### src/rtl/wb_intercon_wdt_pkg.sv
// Shared definitions for the Wishbone interconnect stage with access watchdog.
// Holds the FSM state encoding, the default error read data and common widths.
package wb_intercon_wdt_pkg;

    localparam int unsigned WBI_DATA_WIDTH = 8;
    localparam int unsigned WBI_CNT_WIDTH  = 8;

    localparam logic [WBI_DATA_WIDTH-1:0] WBI_ERR_DATA = 8'hDE;
    localparam logic [WBI_CNT_WIDTH-1:0]  WBI_ERR_MAX  = 8'hFF;

    typedef enum logic [1:0] {
        WBI_IDLE   = 2'd0,
        WBI_ACTIVE = 2'd1,
        WBI_DONE   = 2'd2
    } wbi_state_e;

endpackage

### src/rtl/wb_intercon_wdt_wdt_counter.sv
// Watchdog counter: 8-bit up-counter with synchronous clear and count enable.
// Ports: wb_clk_i/wb_rst_i clock and sync active-high reset; clr zeroes the
// count; en increments it; match_c is high while the count equals MATCH_VAL.
module wb_wdt_counter
    import wb_intercon_wdt_pkg::*;
#(
    parameter logic [WBI_CNT_WIDTH-1:0] MATCH_VAL = 8'd254
) (
    input  logic wb_clk_i,
    input  logic wb_rst_i,
    input  logic clr,
    input  logic en,
    output logic match_c
);

    logic [WBI_CNT_WIDTH-1:0] cnt_q;
    logic [WBI_CNT_WIDTH-1:0] cnt_d;

    // Clear has priority over enable.
    always_comb begin
        cnt_d = cnt_q;
        if (clr) begin
            cnt_d = '0;
        end else if (en) begin
            cnt_d = cnt_q + WBI_CNT_WIDTH'(1);
        end
    end

    always_ff @(posedge wb_clk_i) begin
        if (wb_rst_i) begin
            cnt_q <= '0;
        end else begin
            cnt_q <= cnt_d;
        end
    end

    assign match_c = (cnt_q == MATCH_VAL);

endmodule

### src/rtl/wb_intercon_wdt.sv
// Wishbone interconnect stage: decodes the top address bits into one-hot slave
// strobes, forwards one registered transaction at a time, muxes the selected
// slave's read data/ack back, and terminates any access not acked within
// TIMEOUT cycles with an error ack (ERR_DATA), logging count and address.
// Ports: wb_* master side; s_* slave side (s_stb_o also serves as slave cyc);
// bus_err pulses on timeout/unpopulated access; err_count saturates at 255;
// err_adr holds the address of the most recent errored access.
module wb_intercon_wdt
    import wb_intercon_wdt_pkg::*;
#(
    parameter int unsigned                     SEL_WIDTH  = 1,
    parameter int unsigned                     ADR_WIDTH  = 5,
    parameter logic [(1 << SEL_WIDTH)-1:0]     SLAVE_MASK = '1,
    parameter int unsigned                     TIMEOUT    = 255,
    parameter logic [WBI_DATA_WIDTH-1:0]       ERR_DATA   = WBI_ERR_DATA
) (
    input  logic                                         wb_clk_i,
    input  logic                                         wb_rst_i,
    input  logic                                         wb_cyc_i,
    input  logic                                         wb_stb_i,
    input  logic                                         wb_we_i,
    input  logic [ADR_WIDTH-1:0]                         wb_adr_i,
    input  logic [WBI_DATA_WIDTH-1:0]                    wb_dat_i,
    output logic [WBI_DATA_WIDTH-1:0]                    wb_dat_o,
    output logic                                         wb_ack_o,
    output logic [(1 << SEL_WIDTH)-1:0]                  s_stb_o,
    output logic                                         s_we_o,
    output logic [ADR_WIDTH-SEL_WIDTH-1:0]               s_adr_o,
    output logic [WBI_DATA_WIDTH-1:0]                    s_dat_o,
    input  logic [WBI_DATA_WIDTH*(1 << SEL_WIDTH)-1:0]   s_dat_i,
    input  logic [(1 << SEL_WIDTH)-1:0]                  s_ack_i,
    output logic                                         bus_err,
    output logic [WBI_CNT_WIDTH-1:0]                     err_count,
    output logic [ADR_WIDTH-1:0]                         err_adr
);

    localparam int unsigned NUM_SLAVES = 1 << SEL_WIDTH;
    localparam int unsigned SADR_WIDTH = ADR_WIDTH - SEL_WIDTH;
    localparam logic [WBI_CNT_WIDTH-1:0] WDT_LAST = WBI_CNT_WIDTH'(TIMEOUT - 1);

    wbi_state_e                 state_q, state_d;
    logic [SEL_WIDTH-1:0]       sel_q, sel_d;
    logic [NUM_SLAVES-1:0]      stb_q, stb_d;
    logic                       we_q, we_d;
    logic [SADR_WIDTH-1:0]      sadr_q, sadr_d;
    logic [WBI_DATA_WIDTH-1:0]  sdat_q, sdat_d;
    logic [WBI_DATA_WIDTH-1:0]  rdat_q, rdat_d;
    logic                       ack_q, ack_d;
    logic                       err_q, err_d;
    logic [WBI_CNT_WIDTH-1:0]   ecnt_q, ecnt_d;
    logic [ADR_WIDTH-1:0]       eadr_q, eadr_d;

    logic [SEL_WIDTH-1:0]       sel_in_c;
    logic                       populated_c;
    logic                       sel_ack_c;
    logic [WBI_DATA_WIDTH-1:0]  sel_dat_c;
    logic                       cnt_clr_c;
    logic                       cnt_en_c;
    logic                       wdt_match_c;

    wb_wdt_counter #(
        .MATCH_VAL (WDT_LAST)
    ) u_wdt (
        .wb_clk_i  (wb_clk_i),
        .wb_rst_i  (wb_rst_i),
        .clr       (cnt_clr_c),
        .en        (cnt_en_c),
        .match_c   (wdt_match_c)
    );

    // Slot decode for the incoming address and ack/data mux for the latched slot.
    always_comb begin
        sel_in_c    = wb_adr_i[ADR_WIDTH-1 -: SEL_WIDTH];
        populated_c = 1'b0;
        sel_ack_c   = 1'b0;
        sel_dat_c   = '0;
        for (int unsigned n = 0; n < NUM_SLAVES; n++) begin
            if (SEL_WIDTH'(n) == sel_in_c) begin
                populated_c = SLAVE_MASK[n];
            end
            if (SEL_WIDTH'(n) == sel_q) begin
                sel_ack_c = s_ack_i[n];
                sel_dat_c = s_dat_i[n*WBI_DATA_WIDTH +: WBI_DATA_WIDTH];
            end
        end
    end

    // Next-state and datapath control.
    always_comb begin
        state_d   = state_q;
        sel_d     = sel_q;
        stb_d     = stb_q;
        we_d      = we_q;
        sadr_d    = sadr_q;
        sdat_d    = sdat_q;
        rdat_d    = rdat_q;
        ack_d     = 1'b0;
        err_d     = 1'b0;
        ecnt_d    = ecnt_q;
        eadr_d    = eadr_q;
        cnt_clr_c = 1'b0;
        cnt_en_c  = 1'b0;

        case (state_q)
            WBI_IDLE: begin
                if (wb_cyc_i && wb_stb_i) begin
                    sel_d  = sel_in_c;
                    we_d   = wb_we_i;
                    sadr_d = wb_adr_i[SADR_WIDTH-1:0];
                    sdat_d = wb_dat_i;
                    if (populated_c) begin
                        stb_d     = NUM_SLAVES'(1) << sel_in_c;
                        cnt_clr_c = 1'b1;
                        state_d   = WBI_ACTIVE;
                    end else begin
                        // Unpopulated slot: error-ack without touching any slave.
                        ack_d   = 1'b1;
                        err_d   = 1'b1;
                        rdat_d  = ERR_DATA;
                        ecnt_d  = (ecnt_q == WBI_ERR_MAX) ? ecnt_q : ecnt_q + WBI_CNT_WIDTH'(1);
                        eadr_d  = wb_adr_i;
                        state_d = WBI_DONE;
                    end
                end
            end
            WBI_ACTIVE: begin
                // A slave ack on the last watchdog cycle takes precedence.
                if (sel_ack_c) begin
                    stb_d   = '0;
                    rdat_d  = sel_dat_c;
                    ack_d   = 1'b1;
                    state_d = WBI_DONE;
                end else if (wdt_match_c) begin
                    stb_d   = '0;
                    rdat_d  = ERR_DATA;
                    ack_d   = 1'b1;
                    err_d   = 1'b1;
                    ecnt_d  = (ecnt_q == WBI_ERR_MAX) ? ecnt_q : ecnt_q + WBI_CNT_WIDTH'(1);
                    eadr_d  = {sel_q, sadr_q};
                    state_d = WBI_DONE;
                end else begin
                    cnt_en_c = 1'b1;
                end
            end
            WBI_DONE: begin
                // Wait for the master to release its strobe so one strobe = one access.
                if (!wb_stb_i) begin
                    state_d = WBI_IDLE;
                end
            end
            default: begin
                state_d = WBI_IDLE;
            end
        endcase
    end

    always_ff @(posedge wb_clk_i) begin
        if (wb_rst_i) begin
            state_q <= WBI_IDLE;
            sel_q   <= '0;
            stb_q   <= '0;
            we_q    <= 1'b0;
            sadr_q  <= '0;
            sdat_q  <= '0;
            rdat_q  <= '0;
            ack_q   <= 1'b0;
            err_q   <= 1'b0;
            ecnt_q  <= '0;
            eadr_q  <= '0;
        end else begin
            state_q <= state_d;
            sel_q   <= sel_d;
            stb_q   <= stb_d;
            we_q    <= we_d;
            sadr_q  <= sadr_d;
            sdat_q  <= sdat_d;
            rdat_q  <= rdat_d;
            ack_q   <= ack_d;
            err_q   <= err_d;
            ecnt_q  <= ecnt_d;
            eadr_q  <= eadr_d;
        end
    end

    assign wb_dat_o  = rdat_q;
    assign wb_ack_o  = ack_q;
    assign s_stb_o   = stb_q;
    assign s_we_o    = we_q;
    assign s_adr_o   = sadr_q;
    assign s_dat_o   = sdat_q;
    assign bus_err   = err_q;
    assign err_count = ecnt_q;
    assign err_adr   = eadr_q;

endmodule

### config.mk
export PLATFORM = sky130hd
export DESIGN_NAME = wb_intercon_wdt
export DESIGN_NICKNAME = d
export VERILOG_FILES = /design/src/rtl/wb_intercon_wdt_pkg.sv /design/src/rtl/wb_intercon_wdt_wdt_counter.sv /design/src/rtl/wb_intercon_wdt.sv
export SDC_FILE = /design/constraint.sdc
export NUM_CORES = 1
export LEC_CHECK = 0
export BUFFER_PORTS_ARGS = -buffer_cell sky130_fd_sc_hd__buf_4
export CAP_MARGIN = 20
export CORE_MARGIN = 4
export CORE_UTILIZATION = 44
export DETAILED_ROUTE_END_ITERATION = 10
export GPL_ROUTABILITY_DRIVEN = 0
export GPL_TIMING_DRIVEN = 1
export HOLD_SLACK_MARGIN = 0.06
export PLACE_DENSITY = 0.75
export SYNTH_ARGS = -nofsm -noshare
export SYNTH_HDL_FRONTEND = slang
export SYNTH_SLANG_ARGS = --single-unit
### constraint.sdc
create_clock -name wb_clk_i -period 2.25 [get_ports wb_clk_i]
set_clock_uncertainty 0.1 [all_clocks]
set_input_delay 0.675 -clock wb_clk_i [delete_from_list [all_inputs] [get_ports wb_clk_i]]
set_output_delay 0.675 -clock wb_clk_i [all_outputs]
set_load 0.02 [all_outputs]
==> qor.yml, run 1 <==
clocking:
  cts_setup_buffers: 0
  clk_latency_ps: 290
  cts_tree: "yes"
  clock_path_buffers: 2
  clock-root-buffer: "clkbuf_8"
  h-tree-depth: 2
  cts_sinks: 49
  path_clk_slew_ps: 90
  cts_made_buffers: 5
  postCtsResizedCells: 0
  cts_hold_buf: 0
final_layout:
  synthToLayoutAreaGrowth_pct: 36.62
  antenna_cells: 0
  final_util_pct: 63.12
  layout-drive-gt1-share_pct: 31.25
  fin_nets: 360
  fillers: 414
  stdcell_area_mm2: 0.002805
worst_setup_path:
  r2r_slack_ps: 100
  cp_max_fo: 9
  r2r_start: "sel_q"
  end_kind: "register"
  crit_type: "in2reg"
  critPathLaunchType: "input port"
  reg2reg_depth: 5
  r2r-end: "err_count[4]"
  cp-startpoint: "s_ack_i[0]"
  arrival_ps: 2350
  cp-endpoint: "err_count[4]"
  cp.required_ps: 2390
global_routing:
  grt_pass1_vias: 1965
  overflow: 0
  grt_pass1_wl_mm: 9.011
  grt_use_total_pct: 18.44
  antenna_found_initial: 0
  grt_max_degree: 20
timing:
  relSlewSlack_pct: 60.15
  setup_violations: 0
  slew_viol_final: 0
  final-hold-violation-count: 0
  period_needed_ps: 2212
  period_share_pct: 98.31
  worst_pin_slew_ps: 595.5
  fmax_mhz: 452.1
  rsz0062_at_grt: "yes"
logic_synthesis:
  netlist_instances: 240
  synth_nets: 279
  ys_warn_count: 0
  avgSynthCellArea_um2: 8.555
  syn-cell-area_mm2: 0.002053
  synth-seq-cells: 49
  ys_seq_area_share_pct: 47.78
  synth_cell_types: 37
die:
  die-height_um: 76.31
  die_w_um: 76.31
  dieArea_mm2: 0.005823
  coreArea_mm2: 0.004444
  num_rows: 24
  io_pins: 74
  start_util_pct: 46.20
drt:
  dr.max_layer_used: "met4"
  drt-met1-wl_mm: 2.298
  wl_mm: 5.147
  wl_met2_mm: 2.439
  route.detailed.wl_per_inst_um: 13.84
  drt_iter0_markers: 134
  num_vias: 2005
  wl_met3_um: 381
  ant_nets: 0
  vias_per_cell: 5.390
  drc: 0
  firstDrtPassIters: 4
pwr:
  power.leakage_nw: 1.121
  cellPowerDensity_mw_per_mm2: 565.1
  ir_drop_uv: 424.2
min_path:
  hp-class: "reg2reg"
  hold_depth: 2
run:
  cap_viol_max_count: 0
placement:
  dpl-instance-area_mm2: 0.002728
  portBuffers: 73
  hpwlAfterDp_mm: 3.901
outcome:
  status: "finished, final reports clean"
## power by group
group / switching (mW) / total [mW] / internal [mW] / leakage [nW]
Sequential: 0.0147 / 0.904 / 0.889 / 0.397
Combinational: 0.107 / 0.209 / 0.102 / 0.684
Clock: 0.267 / 0.472 / 0.205 / 0.0399
## synth_stat cells
| cell type | number | area [um^2] |
|---|---|---|
| dfxtp_1 | 49 | 980.9 |
| nand2_1 | 46 | 172.7 |
| a21oi_1 | 39 | 195.2 |
| nor2_1 | 12 | 45.04 |
| clkbuf_1 | 10 | 37.54 |
| mux2i_1 | 8 | 80.08 |
| nand3_1 | 7 | 35.03 |
| o21ai_0 | 7 | 35.03 |
| a211oi_1 | 6 | 45.04 |
| or4_1 | 6 | 45.04 |
| nor2b_1 | 4 | 25.02 |
| o31ai_1 | 4 | 30.03 |
| or3_1 | 4 | 25.02 |
| ha_1 | 3 | 37.54 |
| inv_1 | 3 | 11.26 |
| mux2_2 | 3 | 33.78 |
| nand4_1 | 3 | 18.77 |
| a32o_1 | 2 | 20.02 |
| and3_1 | 2 | 12.51 |
| nand2b_1 | 2 | 12.51 |
| nor4_1 | 2 | 12.51 |
| o2bb2ai_1 | 2 | 17.52 |
| o41ai_1 | 2 | 17.52 |
| a31oi_1 | 1 | 6.260 |
| and2_1 | 1 | 6.260 |
| buf_1 | 1 | 3.750 |
| buf_2 | 1 | 5.000 |
| mux2_4 | 1 | 15.01 |
| nand3b_1 | 1 | 7.510 |
| nor3_1 | 1 | 5.000 |
| o2111ai_1 | 1 | 8.760 |
| o211a_1 | 1 | 10.01 |
| o211ai_1 | 1 | 7.510 |
| o311ai_0 | 1 | 8.760 |
| or2_2 | 1 | 6.260 |
| xnor2_1 | 1 | 8.760 |
| xor2_1 | 1 | 8.760 |
## cell type report
type,instances,area (um^2),area share [%]
Clock inverter,1,5.005,0.1784
Multi-Input combinational cell,176,1028,36.66
Tap cell,52,65.06,2.319
Timing Repair Buffer,86,645.6,23.02
Clock buffer,5,68.82,2.453
Sequential cell,49,980.9,34.97
Inverter,3,11.26,0.4014
## state kept, by name (all words and copies together) (netlist names), 2 cells and up
signal / count
s_stb_o: 2
err_adr: 5
state_q: 2
wb_dat_o: 8
u_wdt.cnt_q: 8
err_count: 8
s_dat_o: 8
s_adr_o: 4
## metrics by stage
stage | total power [mW] | std cells | hold WS (ps) | setup TNS, ps | worst slack (ps)
2_1_floorplan | 1.027 | 240 | 352.4 | -326.6 | -134.7
4_1_cts | 1.604 | 372 | 360.8 | 0 | 27.02
3_5_place_dp | 1.135 | 366 | 348.9 | -1630 | -292.6
5_1_grt | 1.660 | 372 | 378.5 | -36.69 | -30.54
6_report | 1.585 | 372 | 360.1 | 0 | 38.13
3_3_place_gp | 1.131 | 366 | 342.2 | -1362 | -240.3
## how the worst min path moves through the flow
| stage | slack [ps] | startpoint | to |
|---|---|---|---|
| final | 360 | s_dat_o[2] | s_dat_o[2] |
| after global routing | 380 | s_dat_o[4] | s_dat_o[4] |
| after CTS | 360 | err_adr[0] | err_adr[0] |
| after detailed placement | 350 | err_adr[0] | err_adr[0] |
| after global placement | 340 | s_dat_o[3] | s_dat_o[3] |
| after floorplan | 350 | u_wdt.cnt_q[7] | u_wdt.cnt_q[7] |
## cells in the final DEF, fill, tap and decap left out, drive strengths merged, types with 2 or more instances in the layout
cell / count
o2bb2ai: 2
ha: 3
dfxtp: 49
a32o: 2
o21ai: 7
clkbuf: 5
and3: 2
nand3: 7
nor4: 2
or4: 6
nand4: 3
or3: 4
buf: 86
nand2b: 2
nand2: 46
a21oi: 39
o31ai: 4
mux2: 4
nor2: 12
mux2i: 8
a211oi: 6
nor2b: 4
inv: 3
o41ai: 2
## cells by family (layout without fill, tap and decap cells)
group           count (synthesis)  count (layout)  synth area share [%]
fa+ha+maj                       3               3                 1.828
simple gates                   92              92                 20.90
compound gates                 67              67                 19.56
xor+xnor                        2               2                0.8533
flops                          49              49                 47.78
mux                            12              12                 6.276
buf+inv                        15              95                 2.803
## worst max-delay path, cell delays in order
cell,delay [ps]
buf_4,110
mux2_4,270
or4_4,560
buf_4,190
or4_1,420
a21oi_2,120
## routing by layer
layer,GRT usage [%],up-vias
met5,0,-
met2,30.67,61
met4,3.986,0
li1,-,1018
met3,6.265,2
met1,23.14,924
No activity file was read; power rests on OpenSTA's default activity.
==> run 2: changes to the inputs <==
--- a/config.mk
+++ b/config.mk
@@ -5,10 +5,11 @@
 export SDC_FILE = /design/constraint.sdc
 export NUM_CORES = 1
 export LEC_CHECK = 0
+export ABC_AREA = 1
 export BUFFER_PORTS_ARGS = -buffer_cell sky130_fd_sc_hd__buf_4
 export CAP_MARGIN = 20
 export CORE_MARGIN = 4
-export CORE_UTILIZATION = 44
+export CORE_UTILIZATION = 45
 export DETAILED_ROUTE_END_ITERATION = 10
 export GPL_ROUTABILITY_DRIVEN = 0
 export GPL_TIMING_DRIVEN = 1
@@ -16,4 +17,5 @@
 export PLACE_DENSITY = 0.75
 export SYNTH_ARGS = -nofsm -noshare
 export SYNTH_HDL_FRONTEND = slang
+export SYNTH_HIERARCHICAL = 1
 export SYNTH_SLANG_ARGS = --single-unit
==> run 2 against run 1 <==
Net effect: synthesized area grew 8.2%; synthesized cell count is 28% higher; non-clock buffer count shrank 8; via count grew 5.4%; combinational power increased by 13%; total power grew 5.8%; final cell count grew 22%; register-to-register slack better by 200 ps; global-route usage fell by 0.89 points; die area increased by 5.2%.
==> qor.yml, run 2 <==
global_routing:
  overflow: 0  # unchanged
  use_met2_pct: 28.77  # -1.9 points
  gr-usage-met1_pct: 21.20  # -1.9 points
  antenna_found_initial: 0  # unchanged
  grt_pass1_wl_mm: 8.714  # -3.3%
  grt_use_total_pct: 17.56  # -0.89 points
  grt_pass1_vias: 1964  # -0.051%
  grt_max_degree: 28  # +40%
  busiest_layer: "met2"
  met3_usage_pct: 6.193  # -0.072 points
final_layout:
  antenna_cells: 0  # unchanged
  synthToLayoutAreaGrowth_pct: 32.38
  layout-drive-gt1-share_pct: 30.57  # -0.68 points
  final_cell_mix: "buf_4 (78), nand2_1 (70), nor2_1 (65)"
  layout_commonest_cell: "buf_4"
  fin_nets: 425  # +18%
  final_cells: 453  # +22%
drt:
  route.detailed.wl_per_inst_um: 11.36  # -18%
  drt_iter0_markers: 72  # -46%
  wl_mm: 5.146  # about the same
  firstDrtPassIters: 4  # unchanged
  drc: 0  # unchanged
  num_vias: 2114  # +5.4%
  vias_per_cell: 4.667  # -13%
  ant_nets: 0  # unchanged
logic_synthesis:
  syn-cell-area_mm2: 0.002222  # +8.2%
  yosysTopAreaCell: "dfxtp_1"
  avgSynthCellArea_um2: 7.215  # -16%
  yosys.area_share.simple_pct: 35.92  # +15 points
  synth.top_cell.area_share_pct: 44.14  # -3.6 points
  synth-xor-area-share_pct: 1.182  # +0.33 points
  synth_top_cells_by_area: "dfxtp_1 (44%), nand2_1 (12%), nor2_1 (11%), o21ai_0 (5.0%), a21oi_1 (3.4%)"
  ys_seq_area_share_pct: 44.14  # -3.6 points
  ys.flop_type: "dfxtp_1"
  netlist_instances: 308  # +28%
  synth_cell_types: 27  # -27%
  synthMuxAreaShare_pct: 0  # -6.3 points
  synth-seq-cells: 49  # unchanged
  synth_edf_count: 0  # unchanged
  synth_fa_ha_area_share_pct: 1.689  # -0.14 points
  synth_nets: 347  # +24%
  synth-compound-area-share_pct: 10.53  # -9.0 points
  synth_top_family_by_area: "simple AND/OR/NAND/NOR gates"
  synthArstFlopShare_pct: 0  # unchanged
  ys_warn_count: 6  # +6
  synth_commonest_cells: "nand2_1 (70), nor2_1 (65), dfxtp_1 (49)"
  synth_most_common_cell: "nand2_1"
pwr:
  power.leakage_nw: 1.308  # +17%
  pwr-share-seq_pct: 54.5  # -2.5 points
  p_clk_share_pct: 31.3  # +1.5 points
  cellPowerDensity_mw_per_mm2: 570.0  # +0.86%
  pwr-share-comb_pct: 14.1  # +0.9 points
  p_sw_share_pct: 25.56  # +1.1 points
  p_int_mw: 1.248  # +4.3%
  power_mw: 1.677  # +5.8%
  ir_drop_uv: 480.7  # +13%
  p_sw_mw: 0.4285  # +10%
die:
  die_w_um: 78.27  # +2.6%
  num_rows: 25  # +4.2%
  dieArea_mm2: 0.006126  # +5.2%
  die-height_um: 78.27  # +2.6%
  coreArea_mm2: 0.004755  # +7.0%
  io_pins: 74  # unchanged
  start_util_pct: 46.74  # +0.54 points
placement:
  hpwlAfterDp_mm: 3.854  # -1.2%
  place_inst: 446  # +22%
  portBuffers: 73  # unchanged
worst_setup_path:
  crit_type: "reg2reg"
  cp-startpoint: "u_wdt/cnt_q[0]"
  cp.required_ps: 2380  # about the same
  critPathLaunchType: "register"
  end_kind: "register"
  r2r_start: "u_wdt/cnt_q[0]"
  cp_max_fo: 7  # -2
  arrival_ps: 2080  # -270 ps
timing:
  whs_ps: 368.6  # +8.543 ps
  rsz0062_at_grt: "no"
  fin_tns_setup_ps: 0  # unchanged
  period_needed_ps: 1951  # -261.1 ps
  final-hold-violation-count: 0  # unchanged
  fmax_mhz: 512.6  # +13%
  worst_pin_slew_ps: 488.4  # -107.1 ps
  setup_violations: 0  # unchanged
  relSlewSlack_pct: 67.32  # +7.2 points
  slew_viol_final: 0  # unchanged
  period_share_pct: 86.70  # -12 points
clocking:
  clock_path_buffers: 2  # unchanged
  cts_setup_buffers: 0  # unchanged
  postCtsResizedCells: 0  # unchanged
  cts_tree: "yes"
  cts_made_buffers: 5  # unchanged
  h-tree-depth: 2  # unchanged
  clk_latency_ps: 300  # about the same
  clock-root-buffer: "clkbuf_8"
  cts_hold_buf: 0  # unchanged
  cts_sinks: 49  # unchanged
  path_clk_slew_ps: 80  # about the same
min_path:
  hp-class: "reg2reg"
  worstHoldStart: "s_stb_o[0]"
outcome:
  status: "finished, final reports clean"
run:
  cap_viol_max_count: 0  # unchanged
==> run 2: power by group through the flow <==
stage | sequential (mW) | clock [mW] | combinational, mW
2_1_floorplan | 0.965 | 0 | 0.0962
3_3_place_gp | 0.933 | 0 | 0.237
3_5_place_dp | 0.935 | 0 | 0.239
4_1_cts | 0.915 | 0.535 | 0.240
5_1_grt | 0.919 | 0.581 | 0.264
6_report | 0.914 | 0.525 | 0.237
==> run 2: cell type report <==
type                    count  area, um^2
clock inverters             1       7.507
fillers                   479        1813
flip-flops and latches     49       980.9
clock buffers               6       82.58
repair buffers             78       585.6
multi-input cells         224        1096
well taps                  67       83.83
inverters                  28       105.1
==> run 2: logic make-up (layout without fill, tap and decap cells) <==
kind of cell | after synthesis | after routing
compound gates | 43 | 43
flops | 49 | 49
xor+xnor | 3 | 3
simple gates | 175 | 175
buf+inv | 35 | 113
fa+ha+maj | 3 | 3
==> run 2: metal layers <==
layer | up-vias | part of all wire, %
met4 | 0 | 2.1
met3 | 9 | 8.8
met1 | 910 | 43
met2 | 70 | 46
met5 | - | 0
li1 | 1125 | -
==> run 2: worst max-delay path, stage by stage (launching register included) <==
cell,delay (ps)
dfxtp_1,410
inv_1,70
ha_1,190
nand4_1,80
nor3_1,60
inv_1,70
nand2_1,80
inv_1,50
nand2_1,60
inv_1,170
nand3_1,180
nor3_1,190
nor2_1,70
nor2_1,90
==> run 2: through the flow <==
stage	setup WS (ps)	instance area, um^2	utilization [%]
finish	299.2	2942	61.87
global placement	339.5	2851	59.97
floorplan	336.5	2222	-
detailed placement	238.1	2851	59.97
CTS	303.5	2942	61.87
global route	53.76	2942	61.87
==> run 2: path summary, 6_finish.rpt <==
check                   end  slack (ps)  cells past startpoint
max          u_wdt/cnt_q[6]         300                     13
min              s_stb_o[0]         370                      2
max reg2reg  u_wdt/cnt_q[6]         300                     13
min reg2reg      s_stb_o[0]         370                      2
